[config.mk]
export PLATFORM = sky130hd
export DESIGN_NAME = av2_coeff_encoder_tokenizer
export DESIGN_NICKNAME = d
export VERILOG_FILES = /design/src/rtl/av2_coeff_encoder_tokenizer.sv
export SDC_FILE = /design/constraint.sdc
export NUM_CORES = 1
export LEC_CHECK = 0
export ABC_AREA = 1
export BUFFER_PORTS_ARGS = -buffer_cell sky130_fd_sc_hd__buf_2
export CAP_MARGIN = 20
export CORE_MARGIN = 2
export CORE_UTILIZATION = 58
export DETAILED_ROUTE_END_ITERATION = 8
export HOLD_SLACK_MARGIN = 0.1
export MAX_ROUTING_LAYER = met4
export PLACE_DENSITY = 0.89
export SYNTH_ARGS = -nofsm -noshare
export SYNTH_HDL_FRONTEND = slang
export SYNTH_SLANG_ARGS = --single-unit
[constraint.sdc]
create_clock -name clk -period 2.7 [get_ports clk]
set_input_delay 0.135 -clock clk [delete_from_list [all_inputs] [get_ports clk]]
set_output_delay 0.135 -clock clk [all_outputs]
set_load 0.02 [all_outputs]
[src/rtl/av2_coeff_encoder_tokenizer.sv]
// Coefficient-to-symbol tokenizer: turns a scan-ordered block into literal symbols,
// replacing the trailing zero run by a single EOB token. Pending zeros are counted, not buffered.
module av2_coeff_encoder_tokenizer #(
   parameter logic [15:0] EOB_SYMBOL  = 16'hFFFF,
   parameter logic [15:0] CLIP_SYMBOL = 16'hFFFE
) (
   input  logic        clk,
   input  logic        rst,
   input  logic        start,
   input  logic [5:0]  tx_size,
   input  logic [15:0] coeff_in,
   input  logic        coeff_in_valid,
   output logic        coeff_in_ready,
   output logic [15:0] symbol_out,
   output logic        symbol_valid,
   input  logic        symbol_ready,
   output logic [15:0] num_coeffs,
   output logic        clip_err,
   output logic        busy,
   output logic        done
);

   typedef enum logic [2:0] {
      S_IDLE, S_ACCEPT, S_FLUSH_ZERO, S_EMIT_NZ, S_EMIT_EOB, S_DONE
   } state_t;

   state_t      state_q, state_d;
   logic [12:0] max_q, max_d;
   logic [12:0] idx_q, idx_d;
   logic [12:0] zrun_q, zrun_d;
   logic [15:0] hold_q, hold_d;
   logic [15:0] num_q, num_d;
   logic [15:0] sym_q, sym_d;
   logic        clip_q, clip_d;
   logic        rdy_q, rdy_d;
   logic        vld_q, vld_d;
   logic        done_q, done_d;
   logic        busy_q, busy_d;
   logic        coeff_hs;
   logic        sym_hs;

   assign coeff_hs = coeff_in_valid & rdy_q;
   assign sym_hs   = vld_q & symbol_ready;

   function automatic logic [12:0] size_to_max(input logic [5:0] sz);
      case (sz)
         6'd4:    size_to_max = 13'd16;
         6'd8:    size_to_max = 13'd64;
         6'd16:   size_to_max = 13'd256;
         6'd32:   size_to_max = 13'd1024;
         6'd64:   size_to_max = 13'd4096;
         default: size_to_max = 13'd256;
      endcase
   endfunction

   always_comb begin
      state_d = state_q;
      max_d   = max_q;
      idx_d   = idx_q;
      zrun_d  = zrun_q;
      hold_d  = hold_q;
      num_d   = num_q;
      clip_d  = clip_q;
      case (state_q)
         S_IDLE: begin
            if (start) begin
               max_d   = size_to_max(tx_size);
               idx_d   = 13'd0;
               zrun_d  = 13'd0;
               clip_d  = 1'b0;
               num_d   = 16'd0;
               state_d = S_ACCEPT;
            end
         end
         S_ACCEPT: begin
            if (coeff_hs) begin
               idx_d = idx_q + 13'd1;
               if (coeff_in == 16'd0) begin
                  zrun_d = zrun_q + 13'd1;
                  if (idx_q == max_q - 13'd1) state_d = S_EMIT_EOB;
               end else begin
                  // -1 would alias the EOB token on the wire
                  if (coeff_in == 16'hFFFF) begin
                     hold_d = CLIP_SYMBOL;
                     clip_d = 1'b1;
                  end else begin
                     hold_d = coeff_in;
                  end
                  num_d   = {3'b000, idx_q} + 16'd1;
                  state_d = (zrun_q != 13'd0) ? S_FLUSH_ZERO : S_EMIT_NZ;
               end
            end
         end
         S_FLUSH_ZERO: begin
            if (sym_hs) begin
               zrun_d = zrun_q - 13'd1;
               if (zrun_q == 13'd1) state_d = S_EMIT_NZ;
            end
         end
         S_EMIT_NZ: begin
            // a full block terminates on count alone, so no EOB follows
            if (sym_hs) state_d = (idx_q == max_q) ? S_DONE : S_ACCEPT;
         end
         S_EMIT_EOB: begin
            if (sym_hs) begin
               zrun_d  = 13'd0;
               state_d = S_DONE;
            end
         end
         S_DONE:  state_d = S_IDLE;
         default: state_d = S_IDLE;
      endcase
   end

   // Outputs are registered from the next state so they line up with state_q.
   always_comb begin
      rdy_d  = (state_d == S_ACCEPT);
      vld_d  = (state_d == S_FLUSH_ZERO) || (state_d == S_EMIT_NZ) || (state_d == S_EMIT_EOB);
      done_d = (state_d == S_DONE);
      busy_d = (state_d != S_IDLE);
      sym_d  = sym_q;
      case (state_d)
         S_FLUSH_ZERO: sym_d = 16'd0;
         S_EMIT_NZ:    sym_d = hold_d;
         S_EMIT_EOB:   sym_d = EOB_SYMBOL;
         default:      sym_d = sym_q;
      endcase
   end

   always_ff @(posedge clk or posedge rst) begin
      if (rst) begin
         state_q <= S_IDLE;
         max_q   <= 13'd0;
         idx_q   <= 13'd0;
         zrun_q  <= 13'd0;
         hold_q  <= 16'd0;
         num_q   <= 16'd0;
         sym_q   <= 16'd0;
         clip_q  <= 1'b0;
         rdy_q   <= 1'b0;
         vld_q   <= 1'b0;
         done_q  <= 1'b0;
         busy_q  <= 1'b0;
      end else begin
         state_q <= state_d;
         max_q   <= max_d;
         idx_q   <= idx_d;
         zrun_q  <= zrun_d;
         hold_q  <= hold_d;
         num_q   <= num_d;
         sym_q   <= sym_d;
         clip_q  <= clip_d;
         rdy_q   <= rdy_d;
         vld_q   <= vld_d;
         done_q  <= done_d;
         busy_q  <= busy_d;
      end
   end

   assign coeff_in_ready = rdy_q;
   assign symbol_out     = sym_q;
   assign symbol_valid   = vld_q;
   assign num_coeffs     = num_q;
   assign clip_err       = clip_q;
   assign busy           = busy_q;
   assign done           = done_q;

endmodule

# Word-level counts from Yosys, hierarchy flattened
# Index checks and enable logic that the tools add are counted.
# Widths: inputs -> output; s select.
dict set report op_classes {
  add_sub_neg 5
  eq_ne 23
  n_mux 34
  n_bitwise 2
  n_reduce_logical 15
}
# op count
set op_table {}
lappend op_table {{$mux 16} 7}
lappend op_table {{$pmux 13 s4} 2}
lappend op_table {{$mux 13} 6}
lappend op_table {{$pmux 16 s3} 1}
lappend op_table {{$pmux 16 s2} 1}
lappend op_table {{$mux 3} 9}
lappend op_table {{$add 13x1->13 const B} 2}
lappend op_table {{$eq 13x13->1} 2}
lappend op_table {{$pmux 13 s2} 1}
lappend op_table {{$sub 13x1->13 const B} 2}
lappend op_table {{$eq 16x16->1 const B} 1}
lappend op_table {{$logic_not 16->1} 1}
lappend op_table {{$pmux 3 s5} 1}
lappend op_table {{$add 13x1->14 const B} 1}
lappend op_table {{$ne 2x2->1 const B} 7}
lappend op_table {{$eq 13x1->1 const B} 1}
lappend op_table {{$reduce_bool 13->1} 1}
lappend op_table {{$eq 3x2->1 const B} 4}
lappend op_table {{$eq 3x3->1 const B} 3}
lappend op_table {{$eq 3x1->1 const B} 2}
lappend op_table {{$eq 6x3->1 const B} 1}
lappend op_table {{$eq 6x4->1 const B} 1}
lappend op_table {{$eq 6x6->1 const B} 1}
lappend op_table {{$logic_not 6->1} 1}
lappend op_table {{13 further kinds} 20}
dict set report totals {
  register_bits 95
  elab_cells 91
}

# Longest topological paths before layout
# Gate-level depths: netlist (run 1).
dict set report depth {
  word_depth 9
  depth_mapped 15
  depth_no_buf 14
}

# Worst setup path before layout (run 1)
# Ideal clock, no wire load.
dict set report synth_timing {
  path_type {flip-flop to flip-flop}
  startpoint {reg zrun_q[0]}
  endpoint {reg sym_q[0] (netlist: symbol_out[0])}
  arrival_time_ns 1.717
  required_ns 2.576
  path_slack_ns 0.859
  stages_incl_launch_ff 13
  n_path_buf 1
  period_less_slack_ns 1.841
  cell_sequence {dfrtp_1 > inv_1 > ha_1 > nand3_1 > nor2_2 > nand3b_1 > nor2_1 > nor2_2 > nand2_4 > nor2_4 > nand2_4 > buf_6 > nand3_2}
}
dict set report synth_via {
  elab_chain_len 7
  elab_cells_between_ends 13
  cone_classes {eq/ne (4); mux (7); reduce/logical (2)}
}
# item line
set synth_rtl {}
lappend synth_rtl {{from (decl)} 30} ;# logic [12:0] zrun_q, zrun_d;
lappend synth_rtl {{from (signal assigned)} 148} ;# zrun_q <= zrun_d;
lappend synth_rtl {{$reduce_bool 13->1} 90} ;# state_d = (zrun_q != 13'd0) ? S_FLUSH_ZERO : S_EMIT_NZ;
lappend synth_rtl {{$mux 1} 90}
lappend synth_rtl {{$mux 3} 78} ;# if (coeff_in == 16'd0) begin
lappend synth_rtl {{$mux 3} 76} ;# if (coeff_hs) begin
lappend synth_rtl {{$pmux 3 s5 (*)} 64} ;# case (state_q)
lappend synth_rtl {{$eq 3x3->1 / $eq 3x2->1 (equally long branches)} 122} ;# case (state_d)
lappend synth_rtl {{$pmux 16 s3 / $reduce_bool 3->1 (equally long branches)} --}
lappend synth_rtl {{to (signal assigned)} 151} ;# sym_q <= sym_d;
lappend synth_rtl {{to (decl)} 33} ;# logic [15:0] sym_q, sym_d;
# Every way passes the cells marked *; elsewhere a longest branch is shown, timed or not.
# A chain may end at the register's enable or synchronous reset.

# Worst setup path after layout (run 1)
dict set report layout_timing {
  startpoint {reg zrun_q[0]}
  endpoint {reg sym_q[11] (netlist: symbol_out[11])}
}
# Same word-level chain as after synthesis.

==> flow_summary.yaml, run 1 <==
status:
  status: "finished clean"
synthesis:
  synth.most_common_cell: "nand2_1"
  synth_top_family_by_area: "simple AND/OR/NAND/NOR gates"
  async_flop_share_pct: 100
  synth_flop_cell: "dfrtp_1"
  ys_seq_area_share_pct: 44.4
  synth_fa_ha_area_share_pct: 1.57
  synth-edff-count: 0
  yosys.area_share.simple_pct: 33.8
  synth_area_sq_mm: 0.00479
  synth.area.mux_share_pct: 0
  synth_cells: 644
  synth_top_area_share_pct: 44.4
  synth_area_per_cell_sq_um: 7.44
  synth-seq-cells: 85
  ys_top_cells_by_count: "nand2_1 (181), dfrtp_1 (85), inv_1 (74), nand3_1 (58), nor2_1 (56)"
  synth_top_area_cell: "dfrtp_1"
  synth_warnings: 0
  synth_area_leaders: "dfrtp_1 (44%), nand2_1 (14%), nand3_1 (6.1%)"
  synth_xor_area_share_pct: 0.549
  synth_cell_types: 36
  synth_compound_area_share_pct: 10.3
clock_tree:
  clkTransAtPathRegs_ns: 0.08
  ctsLongestPathBuffers: 2
  htree_levels: 3
  cts_num_sinks: 85
  post_cts_resized: 0
  clk_latency_ns: 0.36
  numCtsBuffers: 9
  cts-root-buf: "clkbuf_8"
  cts_tree: "built"
die:
  die_w_um: 94.9
  rows: 33
  initial_core_util_pct: 59.2
  die_area_sq_mm: 0.00900
  die_h_um: 94.9
  core_sq_mm: 0.00809
  ioPinCount: 64
critical_path:
  end_kind: "flop"
  path_max_fanout: 19
  crit_type: "flop to flop"
  arrival_ns: 2.45
  required_ns: 2.93
  crit_path_start_kind: "flop"
global_route:
  first_global_vias: 4451
  grt_overflow: 0
  grt_pass1_wl_mm: 19.9
  grt_max_degree: 86
  grt_usage_pct: 29.0
  antenna_found_initial: 0
cells_and_area:
  final_nets: 749
  diodes: 0
  nFillCells: 651
  final_core_util_pct: 67.7
  drive_above_1_share_pct: 17.3
  final_area_sq_mm: 0.00548
  areaGrowthSynthToFinish_pct: 14.5
drt:
  dr.pass1.iters: 6
  wl_mm: 11.6
  viasPerCell: 5.66
  num_vias: 4679
  drt_iter0_markers: 474
  routedWlPerCell_um: 14.1
  drtAntennaViolNets: 0
  drc_errors: 0
timing:
  max_freq_mhz: 452
  period_needed_ns: 2.21
  slew_headroom_pct: 61.5
  tns_ns: 0
  worst_slew_pin_slew_ns: 0.576
  setup_viol: 0
  rsz0062_at_grt: "false"
  hold_viol: 0
  period_share_pct: 82.0
  drv_slew: 0
  skew_ns: 0.00610
  timing.hold.ws_ns: 0.117
worst_hold_path:
  hold_class: "input port to flop"
place:
  io_buffers: 61
  gp_congestion: 0.910
  place_area_sq_mm: 0.00516
  hpwl_mm: 8.07
power_and_ir_drop:
  peakVddDrop_uv: 602
  pwr_density_cell_mw_per_mm2: 1010
  p_leak_nw: 2.85
  p_total_mw: 5.54
job:
  maxCapViolCount: 0
## report_power, final
group / total, mW / internal (mW) / switching [mW]
combinational: 2.78 / 0.875 / 1.91
sequential: 1.92 / 1.66 / 0.253
clock: 0.847 / 0.388 / 0.459
## registers in the layout, summed over array words and instances, names as in the netlist, 3 cells and up
signal      flops
idx_q          13
num_coeffs     14
symbol_out     16
max_q           5
zrun_q         13
state_q         3
hold_q         16
## critical path, stage by stage (launching register included)
cell and delay [ns]:
dfrtp_1 0.42, inv_1 0.13, ha_1 0.24, nand3_1 0.16
nor2_2 0.20, nand3b_1 0.12, nor2_1 0.14, nor2_2 0.07
nand2_4 0.19, nor2_4 0.07, nand2_4 0.23, nand3_1 0.12
## layout by cell type, fill, tap and decap left out, types with 2 or more instances in the layout
master / count
nand2_1: 181
dfrtp_1: 85
inv_1: 73
buf_2: 61
nand3_1: 58
nor2_1: 56
o21ai_0: 54
nand4_1: 14
nor3_1: 13
a21oi_1: 13
dlygate4sd3_1: 13
inv_2: 11
nand3_2: 11
clkbuf_8: 11
o22ai_1: 6
nor2_2: 6
ha_1: 6
nand2_2: 5
buf_4: 5
nor2_4: 4
o211ai_1: 3
xor2_1: 3
o21ai_1: 3
a31oi_1: 3
nand3b_1: 2
a22oi_1: 2
nand2_4: 2
conb_1: 2
clkinv_4: 2
clkinvlp_4: 2
## routing by layer
metal	part of all wire (%)	vias up	GRT usage, %
met2	51	235	48.1
met5	0	-	-
li1	-	2216	-
met1	40	2191	35.0
met3	6.9	37	5.91
met4	2.3	0	11.1
## what timing repair did
action | CTS | global route
hold buffers | 13 | 0
setup endpoints to repair | 0 | 0
buffers inserted | 0 | 0
hold endpoints to repair | 97 | 0
## stage by stage
step,setup slack (ns),std cells
after floorplan,0.372,645
after global placement,0.639,797
after detailed placement,0.556,797
after CTS,0.536,826
after global routing,0.286,826
final,0.486,826
## layout make-up
cell class,count,area [sq um],area share [%]
inverter,86,324,5.91
clock buffer,12,155,2.83
tap,105,131,2.40
timing repair buffer,80,493,8.99
sequential,85,2130,38.8
clock inverter,4,32.5,0.593
multi-input combinational,454,2220,40.5
## path summary, 6_finish.rpt
| check | from | to | slack [ns] | depth (start not counted) |
|---|---|---|---|---|
| max in group asynchronous | rst | max_q[4] | 1.96 | 4 |
| min in group asynchronous | rst | busy | 0.41 | 4 |
| hold / removal | tx_size[3] | max_q[6] | 0.12 | 3 |
| setup reg to reg | zrun_q[0] | symbol_out[11] | 0.49 | 11 |
| hold reg to reg | num_coeffs[4] | num_coeffs[4] | 0.48 | 2 |
| setup / recovery | zrun_q[0] | symbol_out[11] | 0.49 | 11 |
## cells by family after synthesis
| logic type | after synthesis |
|---|---|
| AOI/OAI and AO/OA | 89 |
| other | 1 |
| DFF | 85 |
| and+or+nand+nor | 354 |
| adders and majority gates | 6 |
| buffers and inverters | 106 |
| xor gates and xnor gates | 3 |
(Power assumes the default switching activity.)
==> inputs of run 2 (changes only) <==
--- a/config.mk
+++ b/config.mk
@@ -5,7 +5,7 @@
 export SDC_FILE = /design/constraint.sdc
 export NUM_CORES = 1
 export LEC_CHECK = 0
-export ABC_AREA = 1
+export ABC_AREA = 0
 export BUFFER_PORTS_ARGS = -buffer_cell sky130_fd_sc_hd__buf_2
 export CAP_MARGIN = 20
 export CORE_MARGIN = 2
==> constraint.sdc (replaced) <==
create_clock -name clk -period 2.3 [get_ports clk]
set_input_delay 0.115 -clock clk [delete_from_list [all_inputs] [get_ports clk]]
set_output_delay 0.115 -clock clk [all_outputs]
set_load 0.02 [all_outputs]
==> run 2 against run 1 <==
Net effect: the run now ends with negative setup slack left; critical path depth fell by 1; utilization rose by 4.7 points; largest power group unchanged; clock power rose by 23%; register-to-register slack got worse by 0.54 ns; synthesized cell count fell by 29%; routed wire length rose by 16%; non-clock buffer count rose by 32; total power rose by 22%.
==> flow_summary.yaml, run 2 <==
place:
  place_area_sq_mm: 0.00506
  hpwl_mm: 7.89
  dp.cells: 614
  io_buffers: 61
  gp_congestion: 0.951
status:
  status: "complete, but fails checks"
  violations: "negative setup slack"
synthesis:
  synth_area_sq_mm: 0.00459
  synth_cell_types: 61
  ys_seq_area_share_pct: 46.3
  synth.most_common_cell: "dfrtp_1"
  synth_warnings: 0
  synth_area_leaders: "dfrtp_1 (46%), mux2_4 (4.9%), a221o_1 (3.5%)"
  synth_flop_cell: "dfrtp_1"
  async_flop_share_pct: 100
  ys_top_cells_by_count: "dfrtp_1 (85), nand2_1 (41), o21ai_0 (32), nor2_1 (26), o31ai_1 (18)"
  synth-seq-cells: 85
  synth_top_area_share_pct: 46.3
  synth_top_area_cell: "dfrtp_1"
  synth_cells: 457
  synth_area_per_cell_sq_um: 10.1
  synth-edff-count: 0
drt:
  met3WireLength_um: 921
  drtAntennaViolNets: 0
  drt-met1-wl_mm: 5.39
  routed.top_layer: "met4"
  num_vias: 4238
  dr.pass1.iters: 5
  wl_mm: 13.4
  viasPerCell: 6.47
  drt_iter0_markers: 513
  wl_met2_mm: 6.47
  drc_errors: 0
  routedWlPerCell_um: 20.5
timing:
  skew_ns: 0.0167
  max_freq_mhz: 424
  period_share_pct: 103
  slew_headroom_pct: 48.8
  worst_slew_pin_slew_ns: 0.764
  fin_ws_ns: -0.0606
  period_needed_ns: 2.36
  drv_slew: 0
  hold_viol: 0
  setup_viol: 19
  tns_ns: -0.366
critical_path:
  end_kind: "flop"
  path_delay_family: "buffers and inverters"
  crit_path_start_kind: "input port"
  cp.buffers_inverters: 4
  cp_slowest_cell: "dlygate4sd3_1"
  cp_cell_sequence: "dlygate4sd3_1, buf_2, nor4_2, nand4_1, buf_4, nor2_1, a31oi_2, nor2b_2, buf_12, a221o_1"
  crit_type: "input port to flop"
  path_max_fanout: 17
  arrival_ns: 2.65
  max_stage_delay_ns: 0.54
  required_ns: 2.59
global_route:
  first_global_vias: 4061
  antenna_found_initial: 0
  grt_max_degree: 38
  grt_pass1_wl_mm: 20.7
  grt_usage_pct: 31.8
  grt_overflow: 0
clock_tree:
  cts_num_sinks: 85
  clk_latency_ns: 0.37
  htree_levels: 3
  cts-root-buf: "clkbuf_8"
  cts_tree: "built"
  ctsLongestPathBuffers: 2
  numCtsBuffers: 9
  clkTransAtPathRegs_ns: 0.09
die:
  die_h_um: 93
  die_w_um: 93
  ioPinCount: 64
  initial_core_util_pct: 59.8
  die_area_sq_mm: 0.00865
  rows: 32
  core_sq_mm: 0.00769
power_and_ir_drop:
  p_leak_nw: 2.52
  peakVddDrop_uv: 965
  pwr_density_cell_mw_per_mm2: 1220
cells_and_area:
  final_common_cell: "dfrtp_1"
  areaGrowthSynthToFinish_pct: 21.2
  diodes: 0
  final_core_util_pct: 72.5
  nFillCells: 508
  drive_above_1_share_pct: 26.8
  final_area_sq_mm: 0.00557
  final_cell_mix: "dfrtp_1 (85), buf_2 (61), nand2_1 (40), o21ai_0 (32), buf_4 (27)"
  layout.cells.non_filler: 655
  final_nets: 581
worst_hold_path:
  hold_class: "input port to flop"
job:
  maxCapViolCount: 0
## run 2: changes by cell type after synthesis, sizes merged, moves of 16 or more
cell	previous run	this run
o31ai	1	18
a221o	0	16
o21ai	57	34
inv	85	14
nor2	66	27
nand2	188	42
nand3	69	13
## run 2: cell type report
cell class | instances | area (sq um) | share of cell area, %
clock buffer | 10 | 138 | 2.47
clock inverter | 6 | 51.3 | 0.921
inverter | 14 | 56.3 | 1.01
multi-input combinational | 326 | 2300 | 41.3
sequential | 85 | 2130 | 38.2
tap | 102 | 128 | 2.29
timing repair buffer | 112 | 768 | 13.8
## run 2: routing by layer
metal	GRT usage, %	vias up
met5	-	-
met4	13.8	0
met3	5.88	54
met2	49.8	257
met1	41.0	2055
li1	-	1872
## run 2: kinds of logic after synthesis
family	after synthesis	share of synthesized area, %
compound gates	126	19.1
fa+ha+maj	6	1.63
flops	85	46.3
buf+inv	47	5.42
mux	18	5.56
simple gates	156	18.4
other cells	1	0.0816
xor+xnor	18	3.43
## run 2: worst paths after layout
kind / to / start / depth (start not counted) / slack [ns]
worst max-delay path: symbol_out[15] / coeff_in[2] / 10 / -0.06
worst min-delay path: max_q[8] / tx_size[4] / 4 / 0.11
worst max register to register: busy / max_q[6] / 8 / -0.05
worst min register to register: num_coeffs[7] / num_coeffs[7] / 2 / 0.48
max in group asynchronous: num_coeffs[12] / rst / 4 / 1.19
min in group asynchronous: idx_q[4] / rst / 3 / 0.40
## run 2: per-stage QoR
stage	power, mW	setup WS, ns	hold slack [ns]
2_1_floorplan	4.56	0.258	0.212
3_3_place_gp	5.29	0.0541	0.240
3_5_place_dp	5.45	-0.000554	0.254
4_1_cts	6.55	0.0118	0.113
5_1_grt	7.14	-0.0870	0.152
6_report	6.79	-0.0606	0.111
## run 2: tightest hold or removal path: cells and delay by family
family,cells,cell delay [ns]
AOI/OAI and AO/OA,2,0.20
buffers and inverters,1,0.07
and+or+nand+nor,1,0.05
## run 2: report_power, final
part / internal [mW] / switching [mW]
sequential: 1.98 / 0.402
combinational: 1.38 / 1.99
clock: 0.440 / 0.600
total: 3.80 / 2.99
## run 2: timing repair
action / 4_1_cts / 5_1_grt
setup buffers: 0 / 3
resized for setup: 2 / 16
hold buffers: 22 / 0
setup endpoints to repair: 9 / 34
cloned: 0 / 0
endpoints found under the hold margin: 48 / 0
pin swaps: 0 / 6
